<file path="src/rtl/bmem_arbiter.sv">
// Arbitrates the single burst-memory port between I-cache and D-cache; lines move as four 64-bit beats.
// Optional feature: define BMEM_ARB_RR_EN for round-robin arbitration (default is fixed D-cache priority).
module bmem_arbiter (
  input  logic         clk,
  input  logic         rst,
  input  logic [31:0]  i_addr,
  input  logic         i_read,
  output logic [255:0] i_rdata,
  output logic         i_resp,
  input  logic [31:0]  d_addr,
  input  logic         d_read,
  input  logic         d_write,
  input  logic [255:0] d_wdata,
  output logic [255:0] d_rdata,
  output logic         d_resp,
  output logic [31:0]  bmem_addr,
  output logic         bmem_read,
  output logic         bmem_write,
  output logic [63:0]  bmem_wdata,
  input  logic         bmem_ready,
  input  logic [31:0]  bmem_raddr,
  input  logic [63:0]  bmem_rdata,
  input  logic         bmem_rvalid
);

  typedef enum logic [2:0] {IDLE, RD_REQ, RD_WAIT, WR_BURST, RESP} state_t;

  state_t       state;
  logic [1:0]   beat;
  logic [1:0]   beat_nxt;
  logic         grant_d;
  logic [255:0] line;
  logic         i_req;
  logic         d_req;
  logic         pick_d;
  logic         unused_addr_bits;

  assign i_req            = i_read;
  assign d_req            = d_read | d_write;
  assign beat_nxt         = beat + 2'd1;
  assign unused_addr_bits = ^{i_addr[4:0], d_addr[4:0]};

  // One buffer serves both directions: read beats are assembled here, write-back lines are latched here.
  assign i_rdata = line;
  assign d_rdata = line;

`ifdef BMEM_ARB_RR_EN
  logic prio_d;
  assign pick_d = d_req && (!i_req || prio_d);
`else
  assign pick_d = d_req;
`endif

  always_ff @(posedge clk or posedge rst) begin
    if (rst) begin
      state      <= IDLE;
      beat       <= 2'd0;
      grant_d    <= 1'b1;
      line       <= '0;
      bmem_addr  <= '0;
      bmem_read  <= 1'b0;
      bmem_write <= 1'b0;
      bmem_wdata <= '0;
      i_resp     <= 1'b0;
      d_resp     <= 1'b0;
`ifdef BMEM_ARB_RR_EN
      prio_d     <= 1'b1;
`endif
    end else begin
      case (state)
        IDLE: begin
          beat <= 2'd0;
          if (i_req || d_req) begin
            grant_d <= pick_d;
`ifdef BMEM_ARB_RR_EN
            prio_d  <= !pick_d;
`endif
            if (pick_d) begin
              bmem_addr <= {d_addr[31:5], 5'b0};
              if (d_write) begin
                line       <= d_wdata;
                bmem_write <= 1'b1;
                bmem_wdata <= d_wdata[63:0];
                state      <= WR_BURST;
              end else begin
                bmem_read <= 1'b1;
                state     <= RD_REQ;
              end
            end else begin
              bmem_addr <= {i_addr[31:5], 5'b0};
              bmem_read <= 1'b1;
              state     <= RD_REQ;
            end
          end
        end
        RD_REQ: begin
          if (bmem_ready) begin
            bmem_read <= 1'b0;
            state     <= RD_WAIT;
          end
        end
        RD_WAIT: begin
          // Beats tagged for another line (e.g. left over from an earlier request) are skipped.
          if (bmem_rvalid && (bmem_raddr == bmem_addr)) begin
            line[{beat, 6'd0} +: 64] <= bmem_rdata;
            beat                     <= beat_nxt;
            if (beat == 2'd3) begin
              i_resp <= !grant_d;
              d_resp <= grant_d;
              state  <= RESP;
            end
          end
        end
        WR_BURST: begin
          if (bmem_ready) begin
            if (beat == 2'd3) begin
              bmem_write <= 1'b0;
              i_resp     <= !grant_d;
              d_resp     <= grant_d;
              state      <= RESP;
            end else begin
              beat       <= beat_nxt;
              bmem_wdata <= line[{beat_nxt, 6'd0} +: 64];
            end
          end
        end
        RESP: begin
          i_resp <= 1'b0;
          d_resp <= 1'b0;
          state  <= IDLE;
        end
        default: state <= IDLE;
      endcase
    end
  end

`ifndef SYNTHESIS
  d_cmd_exclusive: assert property (@(posedge clk) disable iff (rst) !(d_read && d_write))
    else $error("d_read and d_write asserted together");
`endif

endmodule

</file>
<file path="config.mk">
export PLATFORM = sky130hd
export DESIGN_NAME = bmem_arbiter
export DESIGN_NICKNAME = d
export VERILOG_FILES = /design/src/rtl/bmem_arbiter.sv
export SDC_FILE = /design/constraint.sdc
export NUM_CORES = 1
export LEC_CHECK = 0
export ABC_AREA = 1
export CORE_AREA = 2 2 401 403
export DETAILED_ROUTE_END_ITERATION = 8
export DIE_AREA = 0 0 403 405
export PLACE_DENSITY = 0.41
export SLEW_MARGIN = 20
export SYNTH_ARGS = -nofsm -noshare
export SYNTH_HDL_FRONTEND = slang
export SYNTH_SLANG_ARGS = --single-unit
</file>
<file path="constraint.sdc">
create_clock -name clk -period 19.3 [get_ports clk]
set_clock_uncertainty 0.2 [all_clocks]
set_input_delay 5.79 -clock clk [delete_from_list [all_inputs] [get_ports clk]]
set_output_delay 5.79 -clock clk [all_outputs]
set_load 0.02 [all_outputs]
</file>
==> results of run 1 <==
worst min path at each step:
| stage | from | end | slack (ps) | cells past startpoint |
|---|---|---|---|---|
| global placement | i_resp | i_resp | 260 | 2 |
| floorplan | grant_d | grant_d | 270 | 2 |
| CTS | i_resp | i_resp | 280 | 2 |
| detailed placement | i_resp | i_resp | 260 | 2 |
| finish | i_resp | i_resp | 270 | 2 |
| global route | d_resp | d_resp | 310 | 2 |
layer usage:
| layer | wire length, um | share of wire (%) | global-route usage, % | up-vias |
|---|---|---|---|---|
| li1 | - | - | - | 12072 |
| met1 | 66900 | 41 | 24.1 | 13076 |
| met2 | 77800 | 48 | 31.6 | 1208 |
| met3 | 12900 | 8.0 | 4.73 | 196 |
| met4 | 4260 | 2.6 | 5.78 | 14 |
| met5 | 83 | 0.051 | 0 | - |
power breakdown:
group | internal, mW | switching [mW] | leakage (nW) | total [mW]
Combinational | 1.58 | 2.91 | 9.43 | 4.49
Clock | 0.623 | 0.408 | 0.855 | 1.03
Sequential | 1.11 | 0.583 | 4.34 | 1.70
Total | 3.32 | 3.90 | 14.6 | 7.22
tightest hold or removal path: stages, from the launching register on:
cell	delay (ps)
sky130_fd_sc_hd__dfrtp_1	340
sky130_fd_sc_hd__nand2_1	50
sky130_fd_sc_hd__nand2_1	50
cell families (layout without fill, tap and decap cells):
group,count (synthesis),in the layout,synth area share (%)
and+or+nand+nor,1540,1540,28.7
AOI/OAI and AO/OA,708,708,16.5
adders and majority gates,4,4,0.214
xor gates and xnor gates,6,6,0.225
other,1,25,0.0160
DFF,357,357,38.2
buffers and inverters,680,1288,16.2
stage by stage:
| step | util [%] | setup slack, ps | instances | total power [mW] | hold WS (ps) |
|---|---|---|---|---|---|
| global route | 22.1 | 9950 | 6004 | 7.65 | 310 |
| finish | 22.1 | 10110 | 6014 | 7.22 | 273 |
| CTS | 22.1 | 10260 | 5994 | 7.32 | 277 |
| global placement | 21.0 | 9550 | 5904 | 6.23 | 262 |
| floorplan | - | 3410 | 3300 | 4.10 | 275 |
| detailed placement | 21.0 | 9550 | 5904 | 6.25 | 262 |
state kept, by name, indices dropped and copies added, names as in the netlist:
name and count:
bmem_wdata 64, beat 2, bmem_read 1, bmem_addr 27
bmem_write 1, i_resp 1, d_rdata 256, d_resp 1
state 3, grant_d 1
final cells by class:
| class | count | area, um2 |
|---|---|---|
| Timing Repair Buffer | 1068 | 10600 |
| Sequential cell | 357 | 8940 |
| Multi-Input combinational cell | 2263 | 10800 |
| Fill cell | 17836 | 124000 |
| Antenna cell | 20 | 50.0 |
| Clock inverter | 14 | 263 |
| Tap cell | 2086 | 2610 |
| Clock buffer | 76 | 1490 |
| Inverter | 130 | 510 |
synth_stat cells, types with 3 or more instances:
library cell	number	area, um2
sky130_fd_sc_hd__nand2_1	1014	3810
sky130_fd_sc_hd__o21ai_0	480	2400
sky130_fd_sc_hd__dfrtp_1	356	8910
sky130_fd_sc_hd__buf_4	293	2200
sky130_fd_sc_hd__nand4_1	261	1630
sky130_fd_sc_hd__clkbuf_1	151	567
sky130_fd_sc_hd__nand3_1	136	681
sky130_fd_sc_hd__a21oi_1	129	646
sky130_fd_sc_hd__inv_1	128	480
sky130_fd_sc_hd__nor2_1	117	439
sky130_fd_sc_hd__buf_2	99	495
sky130_fd_sc_hd__a32oi_1	62	543
sky130_fd_sc_hd__a31oi_1	27	169
sky130_fd_sc_hd__xnor2_1	5	43.8
sky130_fd_sc_hd__buf_1	4	15.0
sky130_fd_sc_hd__ha_1	4	50.1
sky130_fd_sc_hd__nand3_4	4	70.1
sky130_fd_sc_hd__buf_6	3	33.8
placed cells by master, fill, tap and decap left out, types with 52 or more instances in the layout:
| cell type | instances |
|---|---|
| sky130_fd_sc_hd__nand4_1 | 261 |
| sky130_fd_sc_hd__a32oi_1 | 62 |
| sky130_fd_sc_hd__a21oi_1 | 129 |
| sky130_fd_sc_hd__nand2_1 | 1009 |
| sky130_fd_sc_hd__nor2_1 | 116 |
| sky130_fd_sc_hd__nand3_1 | 134 |
| sky130_fd_sc_hd__dfrtp_1 | 354 |
| sky130_fd_sc_hd__clkbuf_16 | 52 |
| sky130_fd_sc_hd__inv_1 | 125 |
| sky130_fd_sc_hd__o21ai_0 | 480 |
| sky130_fd_sc_hd__clkdlybuf4s50_1 | 1019 |
==> key figures, run 1 <==
Worst setup path
  • R2r worst-path depth: 11
  • Worst setup path end: d_rdata[32]
  • Capturing point of the worst reg2reg path: d_rdata[190]
  • Largest delay contributor family on the critical path: buffers and inverters
  • Critical path depth in cells: 15
  • CP bufs+invs: 5
  • Largest stage delay on the critical path: around 800 ps
  • Worst setup path startpoint: bmem_raddr[13]
  • Most Frequent Cell on Critical Path: sky130_fd_sc_hd__nand2_1
  • Worst-path cell chain: clkdlybuf4s50_1 > inv_1 > nand2_1 > nand2_1 > inv_1 > nand2_1 > nor2_1 > nand2_1 > nor2_1 > nand2_1 > nand2_8 > buf_4 > buf_4 > nand4_1 > nand2_1
  • Worst path arrival time: 9550 ps
  • Reg-to-reg startpoint: beat[0]
  • Data required, critical path: 19,660 ps
  • Endpoint class of the critical path: flop
  • Startpoint types: input port
  • Critical Setup Path Class: input port to flop
  • Worst-case register-to-register setup slack: roughly 15,000 ps
  • Slowest cell on crit path: sky130_fd_sc_hd__buf_4
  • Critical-path maximum fanout: 77

Synth
  • Area of the mapped netlist: 23,400 um2
  • Asr flop ratio synth: 100%
  • Number of library cell types mapped by synthesis: 36
  • Post-Synthesis Mean Instance Area: between 7 and 8 um2
  • Synth warn: 0
  • Cells after Synth: 3,296
  • Number of synthesized flops with an enable pin: 0
  • Flip-flop cell with the highest count after synthesis: sky130_fd_sc_hd__dfrtp_1
  • Portion of the post-synthesis area used by sequential elements: a little under two fifths
  • Yosys reg bits: around 360

Place
  • HPWL after detailed placement: between 100 and 150 mm
  • Area after DPL: ~33,000 um2
  • RD Place Congestion: between 0.8 and 0.9
  • Port Buf Inserts: approximately 1,000

Global route
  • Largest net degree at the start of global routing: 130
  • Grt total ovfl: 0
  • Total routing resource utilization after global routing: a little under a fifth
  • Antenna violations before repair: 27
  • Number of global-route vias before repair: about 26,000
  • Wire length of the first global-routing pass: 219 mm

Clock tree
  • Buffers inserted during post-CTS setup optimization: 0
  • Clock input transition at the sequential cells of the worst setup and hold paths: 60 ps
  • CTS H-Tree Depth: 2
  • Worst-case clock buffer depth: 3
  • Number of sinks on the clock net: 357
  • Clk Tree Root Cell: sky130_fd_sc_hd__clkbuf_16
  • Count of cells resized by post-cts repair: 0
  • CTS tree: yes
  • Latest clock arrival within the worst-skew pair: 640 ps
  • Total CTS buffers: between 50 and 60
  • Count of hold buffers inserted by post-cts repair: 0

STA
  • Slew at the pin closest to its max-slew limit: around 1200 ps
  • Worst slew margin relative to its limit: roughly a fifth
  • Final critical-path required period: around 9200 ps
  • Number of endpoints failing setup at the final stage: 0
  • Setup repair after global routing missed its margin: no
  • Max-slew violation count: 0
  • Period utilization: between 40% and 50%
  • Hold Fails Final Rpt: 0
  • Final total negative setup slack: 0 ps
  • Achievable clock frequency: 109 MHz

Layout
  • Final instance area: between 30,000 and 40,000 um2
  • Layout cells sized above 1: 3.97%
  • Relative area change from synthesis to final layout: 50.6%
  • Net count of the finished layout: roughly 4,300

Floorplan
  • IO Count: roughly 1,000
  • Total core area: ~160,000 um2
  • Width of the chip: roughly 400 um
  • Initial core utilization: ~15%
  • Die Outline Area: between 150,000 and 200,000 um2
  • Vertical extent of the die: 405 um
  • Number of cell rows: 147

Routing
  • Mean number of vias per cell: ~4.4
  • Routed wire per std cell: approximately 27 um
  • Wire length reported by the detailed router: 162 mm
  • # DRC: 0
  • Remaining number of nets flagged by the antenna check after routing: 0
  • DRC marker count from the first detailed-route iteration: roughly 2,300
  • Vias: between 20,000 and 30,000
  • First drt pass iteration count: 8

Job
  • Max-cap violations: 0

Run status
  • Status: finished clean

Power
  • Largest vdd supply drop: between 0.1 and 0.15 mV
  • Leak Pwr: around 15 nW
  • Power per unit of standard cell area: 205 nW/um2

Hold path
  • Min-Delay Path Class: flop to flop
Note: power is estimated with default switching activity, not from simulation.
==> run 2, diff against run 1 <==
- CORE_AREA: 2 2 401 403 -> 2 2 408 410
- DIE_AREA: 0 0 403 405 -> 0 0 410 412
- clock period: 19.3 -> 7.8 ns (I/O delays scaled with it)
==> run 2 against run 1 <==
Net effect: non-clock buffer count grew 7; utilization is 0.60 points lower; first-iteration DRC count shrank 11%; cell area increased by 0.30%; register-to-register slack lost 11000 ps; worst setup slack worse by 7600 ps; sequential power increased by 150%; global-route usage decreased by 0.65 points; critical path type unchanged; critical endpoint is now d_rdata[231]; largest power group unchanged; highest routed layer unchanged.
==> key figures, run 2 (synthesized netlist as in run 1, its figures left out) <==
Layout
  • Layout cells sized above 1: 4.14% (+0.17 points)
  • Final instance area: 35,400 um2 (+0.30%)
  • Fraction of the core area covered by cells at the end of the flow: 21.5% (-0.60 points)
  • Fillers: 18,470 (+3.6%)
  • Post-route insts no fill: 6,120 (+1.8%)
  • Relative area change from synthesis to final layout: 51.1%
  • Net count of the finished layout: 4,305 (+0.16%)
  • Max FFs per register: 256 (unchanged)
  • Most frequent cells in the layout: sky130_fd_sc_hd__clkdlybuf4s50_1 (1,019), sky130_fd_sc_hd__nand2_1 (1,009), sky130_fd_sc_hd__o21ai_0 (480), sky130_fd_sc_hd__dfrtp_1 (354), sky130_fd_sc_hd__nand4_1 (261)
  • Most frequent standard cell in the layout excluding fill and tap cells: sky130_fd_sc_hd__clkdlybuf4s50_1

STA
  • Worst slew margin relative to its limit: 19.4% (-1.2 points)
  • Final total negative setup slack: 0 ps (unchanged)
  • Final critical-path required period: 5340 ps
  • Worst Setup Slack, final: 2460 ps (-7650 ps)
  • Slew at the pin closest to its max-slew limit: 1210 ps (+31.1 ps)
  • Setup repair after global routing missed its margin: no
  • Max-slew violation count: 0 (unchanged)
  • Number of endpoints failing setup at the final stage: 0 (unchanged)
  • Period utilization: slightly below 70%
  • Hold Fails Final Rpt: 0 (unchanged)
  • Final hold slack: 284 ps (+10.3 ps)
  • Achievable clock frequency: around 190 MHz

Worst setup path
  • Startpoint types: input port
  • Critical-path maximum fanout: 66 (-14%)
  • Most Frequent Cell on Critical Path: sky130_fd_sc_hd__nand2_1
  • Endpoint class of the critical path: flop
  • Critical Setup Path Class: input port to flop
  • Worst-path cell chain: clkdlybuf4s50_1 > inv_1 > nand2_1 > o21ai_0 > nor2_1 > nand3_1 > nor2_1 > nand2_1 > nand2_8 > nand3_4 > buf_4 > nand2_1 > nand2_1
  • Data required, critical path: 8110 ps (-11,550 ps)
  • Worst path arrival time: 5650 ps (-3900 ps)
  • Slowest cell on crit path: sky130_fd_sc_hd__nand3_4
  • Largest stage delay on the critical path: 760 ps (-60 ps)

Global route
  • Largest net degree at the start of global routing: 136 (+4.6%)
  • Wire length of the first global-routing pass: 221 mm (+0.85%)
  • Antenna violations before repair: 29 (+7.4%)
  • Grt total ovfl: 0 (unchanged)
  • Total routing resource utilization after global routing: 18.4% (-0.65 points)
  • Number of global-route vias before repair: 26,370 (+2.4%)

Routing
  • Mean number of vias per cell: 4.40 (-0.40%)
  • Vias: 26,926 (+1.4%)
  • DRC marker count from the first detailed-route iteration: 2,030 (-11%)
  • Routed wire per std cell: 26.5 um (-1.7%)
  • Wire length reported by the detailed router: 162 mm (about the same)
  • First drt pass iteration count: 5 (-3)
  • Remaining number of nets flagged by the antenna check after routing: 0 (unchanged)
  • # DRC: 0 (unchanged)

Power
  • Net switching component of the power: 9.63 mW (+150%)
  • Combinational share of power: 63.3% (+1.1 points)
  • Largest vdd supply drop: 0.385 mV (+230%)
  • Clock power frac: 13.1% (-1.2 points)
  • Leak Pwr: 14.6 nW (about the same)
  • Power Internal: 8.06 mW (+140%)
  • Switching share of power: 54.5% (+0.44 points)
  • Power per unit of standard cell area: 500 nW/um2 (+140%)
  • Overall power consumption: 17.7 mW (+140%)
  • Part of the power in registers: 23.6% (about the same)

Place
  • HPWL after detailed placement: 115 mm (+0.88%)
  • Post-Place Cells: 6,014 (+1.9%)
  • Area after DPL: 33,700 um2 (+0.87%)
  • Port Buf Inserts: 1,019 (unchanged)
  • Setup WS pre-CTS: 1700 ps (-7850 ps)
  • RD Place Congestion: 0.869 (+1.9%)

Clock tree
  • Buffers inserted during post-CTS setup optimization: 0 (unchanged)
  • Latest clock arrival within the worst-skew pair: 630 ps (about the same)
  • CTS H-Tree Depth: 2 (unchanged)
  • Worst-case clock buffer depth: 3 (unchanged)
  • Clock input transition at the sequential cells of the worst setup and hold paths: 60 ps (about the same)
  • CTS tree: yes
  • Number of sinks on the clock net: 357 (unchanged)
  • Clk Tree Root Cell: sky130_fd_sc_hd__clkbuf_16
  • Count of hold buffers inserted by post-cts repair: 0 (unchanged)
  • Total CTS buffers: 51 (unchanged)
  • Count of cells resized by post-cts repair: 0 (unchanged)

Floorplan
  • Total core area: 164,000 um2 (+3.1%)
  • Number of cell rows: 149 (+1.4%)
  • Vertical extent of the die: 412 um (+1.7%)
  • Initial core utilization: 14.3% (-0.44 points)
  • IO Count: 1,035 (unchanged)
  • Die Outline Area: 169,000 um2 (+3.5%)
  • Width of the chip: 410 um (+1.7%)

Run status
  • Status: finished clean

Hold path
  • Min-Delay Path Class: flop to flop

Job
  • Max-cap violations: 0 (unchanged)
run 2: cell types whose count changed in the layout (fill, tap and decap cells not counted), sizes merged:
| cell | previous run | this run |
|---|---|---|
| diode | 20 | 16 |
| bufinv | 7 | 0 |
| clkinv | 5 | 11 |
| inv | 131 | 129 |
| clkinvlp | 1 | 4 |
| buf | 49 | 56 |
run 2: cell type report:
cell class              instances  area [um2]  share of cell area [%]
diodes                         16        40.0                   0.113
clock buffers                  76        1500                    4.25
flip-flops and latches        357        8940                    25.3
multi-input cells            2263       10800                    30.5
well taps                    2189        2740                    7.74
repair buffers               1075       10800                    30.4
inverters                     130         507                    1.43
clock inverters                14        77.6                   0.219
run 2: layer usage:
metal  vias up  share of wire, %  global-route usage (%)
li1      12080                 -                       -
met2      1223                48                    31.0
met1     13376                41                    23.2
met4        16               3.1                    5.84
met3       231               7.5                    3.94
met5         -             0.067                       0
run 2: path summary, 6_finish.rpt:
check / to / depth (start not counted) / slack [ps] / from
setup / recovery: d_rdata[231] / 13 / 2460 / bmem_raddr[25]
hold / removal: i_resp / 2 / 280 / i_resp
setup reg to reg: d_rdata[97] / 7 / 3530 / beat[0]
hold reg to reg: i_resp / 2 / 280 / i_resp
max in group asynchronous: bmem_wdata[46] / 3 / 4020 / rst
min in group asynchronous: d_rdata[133] / 2 / 2080 / rst
run 2: worst max-delay path: cells and delay by family:
family                 cells  cell delay (ps)
AO/OA/AOI/OAI              1               80
buffers and inverters      3             1260
AND/OR/NAND/NOR            9             1850
run 2: power by group through the flow:
stage / registers (mW) / clock network, mW / logic (mW)
after floorplan: 4.49 / 0 / 5.65
after global placement: 4.20 / 0 / 11.3
after detailed placement: 4.21 / 0 / 11.3
after CTS: 4.20 / 2.41 / 11.4
after global routing: 4.29 / 2.47 / 12.0
final: 4.18 / 2.32 / 11.2
==> run 3, diff against run 2 <==
- CORE_AREA: 2 2 408 410 -> 2 2 401 403
- DIE_AREA: 0 0 410 412 -> 0 0 403 405
- clock period: 7.8 -> 5.3 ns (I/O delays scaled with it)
==> run 3 against run 2 <==
Net effect: first-iteration DRC count increased by 5.8%; worst setup slack got worse by 1100 ps; register-to-register slack got worse by 1900 ps; highest routed layer unchanged; largest cell class is now non-clock buffers; critical path depth decreased by 12; sequential cell count unchanged; wire length decreased by 1.6%; die area decreased by 3.4%; cell count decreased by 1.6%.
==> key figures, run 3 (synthesized netlist as in run 1, its figures left out) <==
Clock tree
  • Number of sinks on the clock net: 357 (unchanged)
  • Count of cells resized by post-cts repair: 0 (unchanged)
  • Worst-case clock buffer depth: 3 (unchanged)
  • Total CTS buffers: 49 (-3.9%)
  • Clk Tree Root Cell: sky130_fd_sc_hd__clkbuf_16
  • Clock input transition at the sequential cells of the worst setup and hold paths: 60 ps (about the same)
  • Buffers inserted during post-CTS setup optimization: 0 (unchanged)
  • Count of hold buffers inserted by post-cts repair: 0 (unchanged)
  • CTS tree: yes
  • Latest clock arrival within the worst-skew pair: 630 ps (about the same)
  • CTS H-Tree Depth: 2 (unchanged)

Worst setup path
  • Largest stage delay on the critical path: 1090 ps (+330 ps)
  • Largest delay contributor family on the critical path: buffers and inverters
  • Worst path arrival time: 2160 ps (-3490 ps)
  • Worst-path cell chain: clkdlybuf4s50_1
  • Startpoint types: flop
  • Critical Setup Path Class: flop to primary output
  • CP bufs+invs: 1 (-2)
  • Slowest cell on crit path: sky130_fd_sc_hd__clkdlybuf4s50_1
  • Endpoint class of the critical path: primary output
  • Critical-path maximum fanout: 4 (-94%)
  • Data required, critical path: 3510 ps (-4600 ps)

Power
  • Leak Pwr: 14.7 nW (+0.84%)
  • Largest vdd supply drop: 0.544 mV (+41%)
  • Power per unit of standard cell area: 737 nW/um2 (+47%)
  • Combinational share of power: 63.2% (about the same)
  • Power Internal: 12.1 mW (+50%)
  • Clock power frac: 13.3% (+0.2 points)
  • Part of the power in registers: 23.5% (about the same)
  • Net switching component of the power: 14.0 mW (+46%)
  • Switching share of power: 53.7% (-0.73 points)

Routing
  • First drt pass iteration count: 6 (+1)
  • Mean number of vias per cell: 4.44 (+0.93%)
  • Vias: 26,751 (-0.65%)
  • DRC marker count from the first detailed-route iteration: 2,147 (+5.8%)
  • # DRC: 0 (unchanged)
  • Routed wire per std cell: 26.5 um (about the same)
  • Wire length reported by the detailed router: 159 mm (-1.6%)
  • Remaining number of nets flagged by the antenna check after routing: 0 (unchanged)

Run status
  • Status: finished clean

Floorplan
  • Number of cell rows: 147 (-1.3%)
  • Width of the chip: 403 um (-1.7%)
  • Initial core utilization: 14.7% (+0.44 points)
  • Total core area: 159,000 um2 (-3.0%)
  • Die Outline Area: 163,000 um2 (-3.4%)
  • Vertical extent of the die: 405 um (-1.7%)
  • IO Count: 1,035 (unchanged)

Layout
  • Net count of the finished layout: 4,319 (+0.33%)
  • Relative area change from synthesis to final layout: 51.4%
  • Most frequent standard cell in the layout excluding fill and tap cells: sky130_fd_sc_hd__clkdlybuf4s50_1
  • Max FFs per register: 256 (unchanged)
  • Layout cells sized above 1: 4.38% (+0.24 points)
  • Most frequent cells in the layout: sky130_fd_sc_hd__clkdlybuf4s50_1 (1,019), sky130_fd_sc_hd__nand2_1 (1,009), sky130_fd_sc_hd__o21ai_0 (480), sky130_fd_sc_hd__dfrtp_1 (354), sky130_fd_sc_hd__nand4_1 (261)

Global route
  • Total routing resource utilization after global routing: 18.8% (+0.41 points)
  • Grt total ovfl: 0 (unchanged)
  • Number of global-route vias before repair: 26,332 (-0.14%)
  • Largest net degree at the start of global routing: 130 (-4.4%)
  • Wire length of the first global-routing pass: 219 mm (-1.1%)
  • Antenna violations before repair: 36 (+24%)

STA
  • Number of endpoints failing setup at the final stage: 0 (unchanged)
  • Period utilization: 74.5%
  • Achievable clock frequency: 253 MHz
  • Worst slew margin relative to its limit: 21.4% (+2.0 points)
  • Final total negative setup slack: 0 ps (unchanged)
  • Worst Setup Slack, final: 1350 ps (-1110 ps)
  • Final critical-path required period: 3950 ps
  • Max-slew violation count: 0 (unchanged)
  • Slew at the pin closest to its max-slew limit: 1170 ps (-42.1 ps)
  • Setup repair after global routing missed its margin: no
  • Hold Fails Final Rpt: 0 (unchanged)

Job
  • Max-cap violations: 0 (unchanged)

Place
  • Port Buf Inserts: 1,019 (unchanged)
  • RD Place Congestion: 0.865 (-0.47%)
  • Setup WS pre-CTS: 819 ps (-883 ps)
  • HPWL after detailed placement: 116 mm (+0.72%)

Hold path
  • Min-Delay Path Class: flop to flop
run 3: cell count changes in the layout (fill, tap and decap cells not counted), sizes merged:
cell / previous run / this run
buf: 56 / 72
bufinv: 0 / 4
clkbuf: 76 / 78
clkinv: 11 / 6
clkinvlp: 4 / 1
diode: 16 / 9
run 3: stage by stage:
step                std cells  cell area [um2]  utilization, %  hold WS [ps]  power (mW)
global placement         5927            33800            21.2           263        22.8
detailed placement       5927            33800            21.2           268        22.8
floorplan                3300            23400               -           275        14.9
global route             6020            35400            22.2           295        27.7
CTS                      6015            35400            22.2           283        26.4
finish                   6024            35400            22.3           276        26.1
run 3: metal layers:
layer / global-route usage (%) / up-vias / wire length (um) / part of all wire [%]
li1: - / 12084 / - / -
met1: 24.0 / 13156 / 66600 / 42
met2: 31.6 / 1278 / 76400 / 48
met3: 4.07 / 209 / 12000 / 7.5
met4: 5.18 / 24 / 4160 / 2.6
met5: 0 / - / 160 / 0.10
run 3: final timing paths:
path | startpoint | end | slack [ps] | depth (start not counted)
hold / removal | i_resp | i_resp | 280 | 2
max in group asynchronous | rst | bmem_wdata[37] | 2460 | 3
setup / recovery | d_rdata[188] | i_rdata[188] | 1350 | 1
setup reg to reg | state[2] | d_rdata[204] | 1670 | 9
min in group asynchronous | rst | bmem_wdata[5] | 1360 | 2
hold reg to reg | i_resp | i_resp | 280 | 2
run 3: final cells by class:
| class | count | area [um2] |
|---|---|---|
| Inverter | 130 | 507 |
| Tap cell | 2086 | 2610 |
| Multi-Input combinational cell | 2263 | 10800 |
| Clock inverter | 10 | 150 |
| Clock buffer | 78 | 1450 |
| Timing Repair Buffer | 1091 | 11000 |
| Fill cell | 17908 | 124000 |
| Antenna cell | 9 | 22.5 |
| Sequential cell | 357 | 8940 |
run 3: power by group through the flow:
stage	Combinational, mW	Sequential, mW	Clock, mW
6_report	16.5	6.14	3.47
5_1_grt	17.7	6.29	3.67
3_3_place_gp	16.6	6.17	0
3_5_place_dp	16.7	6.18	0
4_1_cts	16.7	6.16	3.57
2_1_floorplan	8.31	6.61	0
